$ cat src/rtl/mul_pkg.sv
// Shared types for the multiply stage: the decode-side request, the writeback
// request it produces, and the per-stage pipeline payload.
package mul_pkg;

    localparam int MUL_STAGES_DEFAULT = 4;
    localparam int XLEN               = 32;
    localparam int ROB_ID_W           = 6;
    localparam int REG_ADDR_W         = 5;

    typedef logic [ROB_ID_W-1:0]   rob_id_t;
    typedef logic [XLEN-1:0]       reg_data_t;
    typedef logic [REG_ADDR_W-1:0] reg_addr_t;

    typedef struct packed {
        rob_id_t   instr_id;
        reg_addr_t rd;
        reg_data_t pc;
        reg_data_t src1_data;
        reg_data_t src2_data;
        rob_id_t   src1_id;
        rob_id_t   src2_id;
        logic      src1_ready;
        logic      src2_ready;
    } mul_request_t;

    typedef struct packed {
        rob_id_t    instr_id;
        reg_addr_t  rd;
        reg_data_t  pc;
        reg_data_t  data;
        logic       xcpt_valid;
        logic [3:0] xcpt_cause;
    } writeback_request_t;

    typedef struct packed {
        rob_id_t   instr_id;
        reg_addr_t rd;
        reg_data_t pc;
    } mul_meta_t;

    // acc holds the low-half partial product once it has been formed (M2 on).
    typedef struct packed {
        mul_meta_t meta;
        reg_data_t a;
        reg_data_t b;
        reg_data_t acc;
    } pipe_entry_t;

    // a * b[15:0], low 32 bits.
    function automatic reg_data_t mul_lo_part(input reg_data_t a, input reg_data_t b);
        return a * {16'b0, b[15:0]};
    endfunction

    // (a * b[31:16]) << 16, low 32 bits. lo + hi == low 32 bits of a*b,
    // which is the same for signed and unsigned operands.
    function automatic reg_data_t mul_hi_part(input reg_data_t a, input reg_data_t b);
        return (a * {16'b0, b[31:16]}) << 16;
    endfunction

endpackage

$ cat src/rtl/mul_if.sv
// Decode / bypass / writeback signals of the multiply stage.
// Handshake: a request transfers on a clock edge where req_valid && mul_ready;
// req_info must be stable while req_valid is high; mul_ready may depend on
// flush and on the wait slot but never on req_valid. mul_req_valid is a
// one-cycle pulse with no back-pressure; bypass hits answer the ids in the
// same cycle.
interface mul_if;
    import mul_pkg::*;

    logic               req_valid;
    mul_request_t       req_info;
    logic               mul_ready;
    rob_id_t            mul_src1_id;
    rob_id_t            mul_src2_id;
    logic               mul_src1_hit;
    logic               mul_src2_hit;
    reg_data_t          mul_src1_data;
    reg_data_t          mul_src2_data;
    logic               mul_req_valid;
    writeback_request_t mul_req_info;

    modport slave (
        input  req_valid, req_info, mul_src1_hit, mul_src2_hit,
               mul_src1_data, mul_src2_data,
        output mul_ready, mul_src1_id, mul_src2_id, mul_req_valid, mul_req_info
    );

    modport master (
        output req_valid, req_info, mul_src1_hit, mul_src2_hit,
               mul_src1_data, mul_src2_data,
        input  mul_ready, mul_src1_id, mul_src2_id, mul_req_valid, mul_req_info
    );

endinterface

$ cat src/rtl/mul_pipe.sv
// Fixed-depth multiply pipeline M1..M<STAGES>. Never stalls; flush and reset
// clear every valid. The low-half partial product is formed between M1 and
// M2 and the high half is added at the output.
module mul_pipe
    import mul_pkg::*;
#(
    parameter int STAGES = MUL_STAGES_DEFAULT  // legal range 1..8
) (
    input  logic               clock,
    input  logic               reset,
    input  logic               flush,
    input  logic               in_valid,
    input  mul_meta_t          in_meta,
    input  reg_data_t          in_a,
    input  reg_data_t          in_b,
    output logic               out_valid,
    output writeback_request_t out_info
);

    logic [STAGES-1:0] stage_valid;
    pipe_entry_t       stage_q [STAGES];
    pipe_entry_t       stage_d [STAGES];
    pipe_entry_t       last;
    reg_data_t         product;

    // Valid chain: advances every cycle, cleared by reset or flush.
    always_ff @(posedge clock) begin
        if (reset || flush) begin
            stage_valid <= '0;
        end else begin
            stage_valid[0] <= in_valid;
            for (int k = 1; k < STAGES; k++) begin
                stage_valid[k] <= stage_valid[k-1];
            end
        end
    end

    // Next payload per stage; M2 captures the low-half partial product.
    always_comb begin
        stage_d[0] = '{meta: in_meta, a: in_a, b: in_b, acc: '0};
        for (int k = 1; k < STAGES; k++) begin
            stage_d[k] = stage_q[k-1];
            if (k == 1) begin
                stage_d[k].acc = mul_lo_part(stage_q[0].a, stage_q[0].b);
            end
        end
    end

    // Payload registers; no reset, qualified by stage_valid.
    always_ff @(posedge clock) begin
        for (int k = 0; k < STAGES; k++) begin
            stage_q[k] <= stage_d[k];
        end
    end

    assign last = stage_q[STAGES-1];

    generate
        if (STAGES == 1) begin : g_single
            assign product = mul_lo_part(last.a, last.b) + mul_hi_part(last.a, last.b);
        end else begin : g_split
            assign product = last.acc + mul_hi_part(last.a, last.b);
        end
    endgenerate

    assign out_valid = stage_valid[STAGES-1];

    // Writeback request is all-zero when the last stage is empty.
    always_comb begin
        out_info = '0;
        if (stage_valid[STAGES-1]) begin
            out_info.instr_id = last.meta.instr_id;
            out_info.rd       = last.meta.rd;
            out_info.pc       = last.meta.pc;
            out_info.data     = product;
        end
    end

endmodule

$ cat src/rtl/mul_top.sv
// Multiply stage between decode and writeback: a single operand-wait slot
// resolving sources from issue-time data or the ROB bypass, feeding mul_pipe.
module mul_top
    import mul_pkg::*;
#(
    parameter int MUL_STAGES = MUL_STAGES_DEFAULT  // legal range 1..8
) (
    input  logic clock,
    input  logic reset,
    input  logic flush,
    input  logic reorder_buffer_full,
    mul_if.slave bus
);

    logic         h_valid;
    mul_request_t h_q;
    logic         src1_rdy;
    logic         src2_rdy;
    reg_data_t    src1_val;
    reg_data_t    src2_val;
    logic         issue;
    logic         accept;
    mul_meta_t    issue_meta;

    // A pending source is resolved by a same-cycle bypass hit.
    assign src1_rdy = h_q.src1_ready || bus.mul_src1_hit;
    assign src2_rdy = h_q.src2_ready || bus.mul_src2_hit;
    assign src1_val = h_q.src1_ready ? h_q.src1_data : bus.mul_src1_data;
    assign src2_val = h_q.src2_ready ? h_q.src2_data : bus.mul_src2_data;

    assign issue  = h_valid && src1_rdy && src2_rdy && !reorder_buffer_full && !flush;
    // Slot frees on the issue cycle, so back-to-back requests flow at 1/cycle.
    assign bus.mul_ready = !flush && (!h_valid || issue);
    assign accept = bus.req_valid && bus.mul_ready;

    // Lookup ids only matter for pending sources; zero otherwise.
    assign bus.mul_src1_id = (h_valid && !h_q.src1_ready) ? h_q.src1_id : '0;
    assign bus.mul_src2_id = (h_valid && !h_q.src2_ready) ? h_q.src2_id : '0;

    // Wait slot occupancy.
    always_ff @(posedge clock) begin
        if (reset || flush) begin
            h_valid <= 1'b0;
        end else if (accept) begin
            h_valid <= 1'b1;
        end else if (issue) begin
            h_valid <= 1'b0;
        end
    end

    // Wait slot contents: load on accept, otherwise latch bypass hits.
    always_ff @(posedge clock) begin
        if (accept) begin
            h_q <= bus.req_info;
        end else if (h_valid) begin
            if (!h_q.src1_ready && bus.mul_src1_hit) begin
                h_q.src1_data  <= bus.mul_src1_data;
                h_q.src1_ready <= 1'b1;
            end
            if (!h_q.src2_ready && bus.mul_src2_hit) begin
                h_q.src2_data  <= bus.mul_src2_data;
                h_q.src2_ready <= 1'b1;
            end
        end
    end

    // Metadata handed to M1 alongside the resolved operands.
    always_comb begin
        issue_meta          = '0;
        issue_meta.instr_id = h_q.instr_id;
        issue_meta.rd       = h_q.rd;
        issue_meta.pc       = h_q.pc;
    end

    mul_pipe #(
        .STAGES (MUL_STAGES)
    ) u_pipe (
        .clock     (clock),
        .reset     (reset),
        .flush     (flush),
        .in_valid  (issue),
        .in_meta   (issue_meta),
        .in_a      (src1_val),
        .in_b      (src2_val),
        .out_valid (bus.mul_req_valid),
        .out_info  (bus.mul_req_info)
    );

endmodule

$ cat src/flat_wrapper.sv
// flat-port wrapper written by rule: the top's interface ports become plain ports
module mul_top_flat import mul_pkg::*;
#(
    parameter int MUL_STAGES = MUL_STAGES_DEFAULT                     
)
  (clock, reset, flush, reorder_buffer_full, bus_req_valid, bus_req_info, bus_mul_src1_hit, bus_mul_src2_hit, bus_mul_src1_data, bus_mul_src2_data, bus_mul_ready, bus_mul_src1_id, bus_mul_src2_id, bus_mul_req_valid, bus_mul_req_info);
  mul_if bus_i ();
  input  logic clock;
  input  logic reset;
  input  logic flush;
  input  logic reorder_buffer_full;
  input wire logic [$bits(bus_i.req_valid)-1:0] bus_req_valid;
  input wire logic [$bits(bus_i.req_info)-1:0] bus_req_info;
  input wire logic [$bits(bus_i.mul_src1_hit)-1:0] bus_mul_src1_hit;
  input wire logic [$bits(bus_i.mul_src2_hit)-1:0] bus_mul_src2_hit;
  input wire logic [$bits(bus_i.mul_src1_data)-1:0] bus_mul_src1_data;
  input wire logic [$bits(bus_i.mul_src2_data)-1:0] bus_mul_src2_data;
  output wire logic [$bits(bus_i.mul_ready)-1:0] bus_mul_ready;
  output wire logic [$bits(bus_i.mul_src1_id)-1:0] bus_mul_src1_id;
  output wire logic [$bits(bus_i.mul_src2_id)-1:0] bus_mul_src2_id;
  output wire logic [$bits(bus_i.mul_req_valid)-1:0] bus_mul_req_valid;
  output wire logic [$bits(bus_i.mul_req_info)-1:0] bus_mul_req_info;
  assign bus_i.req_valid = bus_req_valid;
  assign bus_i.req_info = bus_req_info;
  assign bus_i.mul_src1_hit = bus_mul_src1_hit;
  assign bus_i.mul_src2_hit = bus_mul_src2_hit;
  assign bus_i.mul_src1_data = bus_mul_src1_data;
  assign bus_i.mul_src2_data = bus_mul_src2_data;
  assign bus_mul_ready = bus_i.mul_ready;
  assign bus_mul_src1_id = bus_i.mul_src1_id;
  assign bus_mul_src2_id = bus_i.mul_src2_id;
  assign bus_mul_req_valid = bus_i.mul_req_valid;
  assign bus_mul_req_info = bus_i.mul_req_info;
  mul_top #(.MUL_STAGES(MUL_STAGES)) u_core (.clock(clock), .reset(reset), .flush(flush), .reorder_buffer_full(reorder_buffer_full), .bus(bus_i));
endmodule
$ cat config.mk
export PLATFORM = sky130hd
export DESIGN_NAME = mul_top_flat
export DESIGN_NICKNAME = d
export VERILOG_FILES = /design/src/rtl/mul_pkg.sv /design/src/rtl/mul_if.sv /design/src/rtl/mul_pipe.sv /design/src/rtl/mul_top.sv /design/src/flat_wrapper.sv
export SDC_FILE = /design/constraint.sdc
export NUM_CORES = 2
export LEC_CHECK = 0
export ABC_AREA = 0
export BUFFER_PORTS_ARGS = -buffer_cell sky130_fd_sc_hd__buf_2
export CAP_MARGIN = 20
export CORE_MARGIN = 3
export CORE_UTILIZATION = 35
export DETAILED_ROUTE_END_ITERATION = 16
export MAX_ROUTING_LAYER = met4
export PLACE_DENSITY_LB_ADDON = 0.12
export SYNTH_ARGS = -nofsm -noshare
export SYNTH_HDL_FRONTEND = slang
export SYNTH_SLANG_ARGS = --single-unit
$ cat constraint.sdc
create_clock -name clock -period 17.3 [get_ports clock]
set_input_delay 0.865 -clock clock [delete_from_list [all_inputs] [get_ports clock]]
set_output_delay 0.865 -clock clock [all_outputs]
set_load 0.03 [all_outputs]
==> flow_metrics.env <==
export IMPL_status="complete, no violations"
export IMPL_wl_per_cell_um=18.0
export IMPL_die_height_um=301
export IMPL_path_clk_slew_ns=0.06
export IMPL_synthMuxAreaShare_pct=2.36
export IMPL_num_vias=19200
export IMPL_pin_count=286
export IMPL_cpMostUsedCell="fa_1"
export IMPL_ff2ff_path_depth=20
export IMPL_vias_per_cell=4.47
export IMPL_dieArea_um2=90700
export IMPL_synth_ff_type="dfxtp_1"
export IMPL_dp_hpwl_mm=58.4
export IMPL_cts_root_buf="clkbuf_16"
export IMPL_final_setup_tns_ns=0
export IMPL_die_width_um=301
export IMPL_slew_headroom_pct=30.1
export IMPL_worstPathArrival_ns=6.81
export IMPL_stdcell_area_um2=35100
export IMPL_final_max_slew_viol_count=0
export IMPL_post_dp_cell_area_um2=33100
export IMPL_crit_fanout=15
export IMPL_cp_startpoint="u_core.u_pipe.stage_q[3][49]"
export IMPL_setup_viol=0
export IMPL_min_period_ns=7.67
export IMPL_antenna_found_initial=13
export IMPL_reg2reg_slack_ns=10.62
export IMPL_postSynthAreaPerCell_um2=10.8
export IMPL_start_util_pct=35.5
export IMPL_gp_congestion=0.822
export IMPL_end_kind="output pin"
export IMPL_synth_area_top_cells="dfxtp_1 (28%), fa_1 (25%), edfxtp_1 (12%), nand2_1 (6.6%), and2_1 (6.0%)"
export IMPL_drcViolationCount=0
export IMPL_drt_total_wl_mm=77.4
export IMPL_synth_cells=2833
export IMPL_yosysSeqAreaShare_pct=40.3
export IMPL_cts_buffers=58
export IMPL_r2r_start="u_core.u_pipe.stage_q[0][73]"
export IMPL_worst_pin_slew_ns=1.05
export IMPL_cts_setup_buffers=0
export IMPL_layout_commonest_cell="nand2_1"
export IMPL_grt_setup_unrepaired="no"
export IMPL_drive_gt1_share_pct=15.5
export IMPL_placementRows=107
export IMPL_synth_cell_type_count=58
export IMPL_ctsResizeCount=0
export IMPL_drtIter0Drc=771
export IMPL_dr_pass1_iters=5
export IMPL_h_tree_depth=2
export IMPL_synth_fa_ha_area_share_pct=30.6
export IMPL_fin_worst_skew_ns=0.0639
export IMPL_clock_latency_ns=0.65
export IMPL_clk_path_buf_depth=3
export IMPL_area_delta_synth_final_pct=15.1
export IMPL_synthSimpleGateAreaFrac_pct=14.0
export IMPL_grt_pass1_wl_mm=123
export IMPL_critPathLaunchType="flip-flop"
export IMPL_crit_end="bus_mul_req_info[36]"
export IMPL_path_class="reg2out"
export IMPL_grt_max_degree=66
export IMPL_hp_class="reg2reg"
export IMPL_path_cells="nand2_1 -> fa_1 -> fa_1 -> fa_1 -> fa_1 -> inv_1 -> fa_1 -> inv_1 -> fa_1 -> inv_1 -> ha_1 -> o2111ai_1 -> nand3_1 -> nor2_1 -> xnor2_1 -> ha_1 -> nand2_1 -> o21ai_1 -> nand3_1 -> nand2_1 -> xnor3_1 -> and2_1 -> buf_2"
export IMPL_synth_top_family_by_area="adder cells"
export IMPL_hold_viol=0
export IMPL_post_route_util_pct=40.9
export IMPL_cts_tree="done"
export IMPL_slowest_stage="dfxtp_1"
export IMPL_core_um2=85800
export IMPL_layout_nets=3800
export IMPL_numClockSinks=554
export IMPL_most_common_layout_cells="nand2_1 (533), inv_1 (464), dfxtp_1 (432)"
export IMPL_min_period_over_period_pct=44.3
export IMPL_maxCapViolations=0
export IMPL_synth_edf_count=121
export IMPL_cts_hold_buf=0
export IMPL_async_flop_share_pct=0
export IMPL_ant_nets=0
export IMPL_grt_pass1_vias=21500
export IMPL_syn_area_um2=30500
export IMPL_grt_overflow=0
export IMPL_ys_ff_latch=554
export IMPL_synth_compound_area_share_pct=2.45
export IMPL_yosysWarnings=0
export IMPL_synth_largest_area_cell="dfxtp_1"
export IMPL_worstPathRequired_ns=16.43
export IMPL_cp_slowest_stage_delay_ns=0.62
export IMPL_yosysTopAreaCellShare_pct=28.4
export IMPL_fmax_ghz=0.130
export IMPL_io_buffers=280
export IMPL_synth_xor_area_share_pct=3.09
export IMPL_grt_total_usage_pct=18.2
export IMPL_rr_endpoint="u_core.u_pipe.stage_q[1][30]"
-- synthesized netlist by cell type, drive strengths merged (6+ instances only) --
cell type	instances
o21ai	23
mux2	64
xor2	19
dfxtp	433
a21oi	38
nor2	22
nand3	10
fa	385
nand2	535
nor2b	15
xnor2	86
o21a	10
o21bai	6
clkbuf	97
nor3	8
a21o	9
inv	465
edfxtp	121
buf	14
ha	129
and2	294
nand2b	6
-- critical path, delay by kind of cell (launching register included) --
family                     cells  cell delay [ns]
AOI/OAI and AO/OA              2             0.35
xor gates and xnor gates       2             0.33
buffers and inverters          4             0.32
and+or+nand+nor                7             0.74
adders and majority gates      8             3.81
DFF                            1             0.62
-- metrics by stage --
stage,worst slack [ns],cells,hold slack [ns]
floorplan,10.69,2837,0.310
global placement,10.24,4178,0.310
detailed placement,10.27,4178,0.312
CTS,9.58,4286,0.292
global route,9.20,4289,0.308
finish,9.63,4291,0.287
-- per-layer routing --
layer	vias up	track usage (%)	part of all wire, %
met5	-	-	0
met4	0	5.63	3.0
met3	125	3.26	4.8
met2	451	31.2	49
met1	9588	21.8	43
li1	9016	-	-
-- layout make-up --
type / instances / area (µm²)
clock buffer: 80 / 1700
clock inverter: 28 / 268
inverter: 465 / 1750
tap: 1144 / 1430
multi-input combinational: 1707 / 16000
timing repair buffer: 308 / 1610
antenna: 5 / 12.5
sequential: 554 / 12300
fill: 8404 / 50700
-- how the worst min path moves through the flow --
stage                                       start                            end  cells after the start
finish               u_core.u_pipe.stage_q[1][96]   u_core.u_pipe.stage_q[2][96]                      0
global route         u_core.u_pipe.stage_q[1][96]   u_core.u_pipe.stage_q[2][96]                      0
detailed placement  u_core.u_pipe.stage_q[0][104]  u_core.u_pipe.stage_q[1][104]                      0
CTS                  u_core.u_pipe.stage_q[1][96]   u_core.u_pipe.stage_q[2][96]                      0
floorplan           u_core.u_pipe.stage_q[0][100]  u_core.u_pipe.stage_q[1][100]                      0
global placement     u_core.u_pipe.stage_q[1][76]   u_core.u_pipe.stage_q[2][76]                      0
-- logic make-up (layout without fill, tap and decap cells) --
kind of cell,after synthesis,after routing
other,1,10
XOR/XNOR,106,106
multiplexers,64,64
AO/OA/AOI/OAI,112,112
AND/OR/NAND/NOR,906,906
flip-flops,554,554
buffers and inverters,576,881
adder cells (fa/ha/maj),514,514
-- registers in the layout (all words and copies together) (netlist names) --
name                       count
u_core.u_pipe.stage_q        428
u_core.u_pipe.stage_valid      4
u_core.h_valid                 1
u_core.h_q                   121
Power is left out: the tool's default activity adds up to more than one toggle a clock period on the data nets, which glitch-free logic cannot reach.
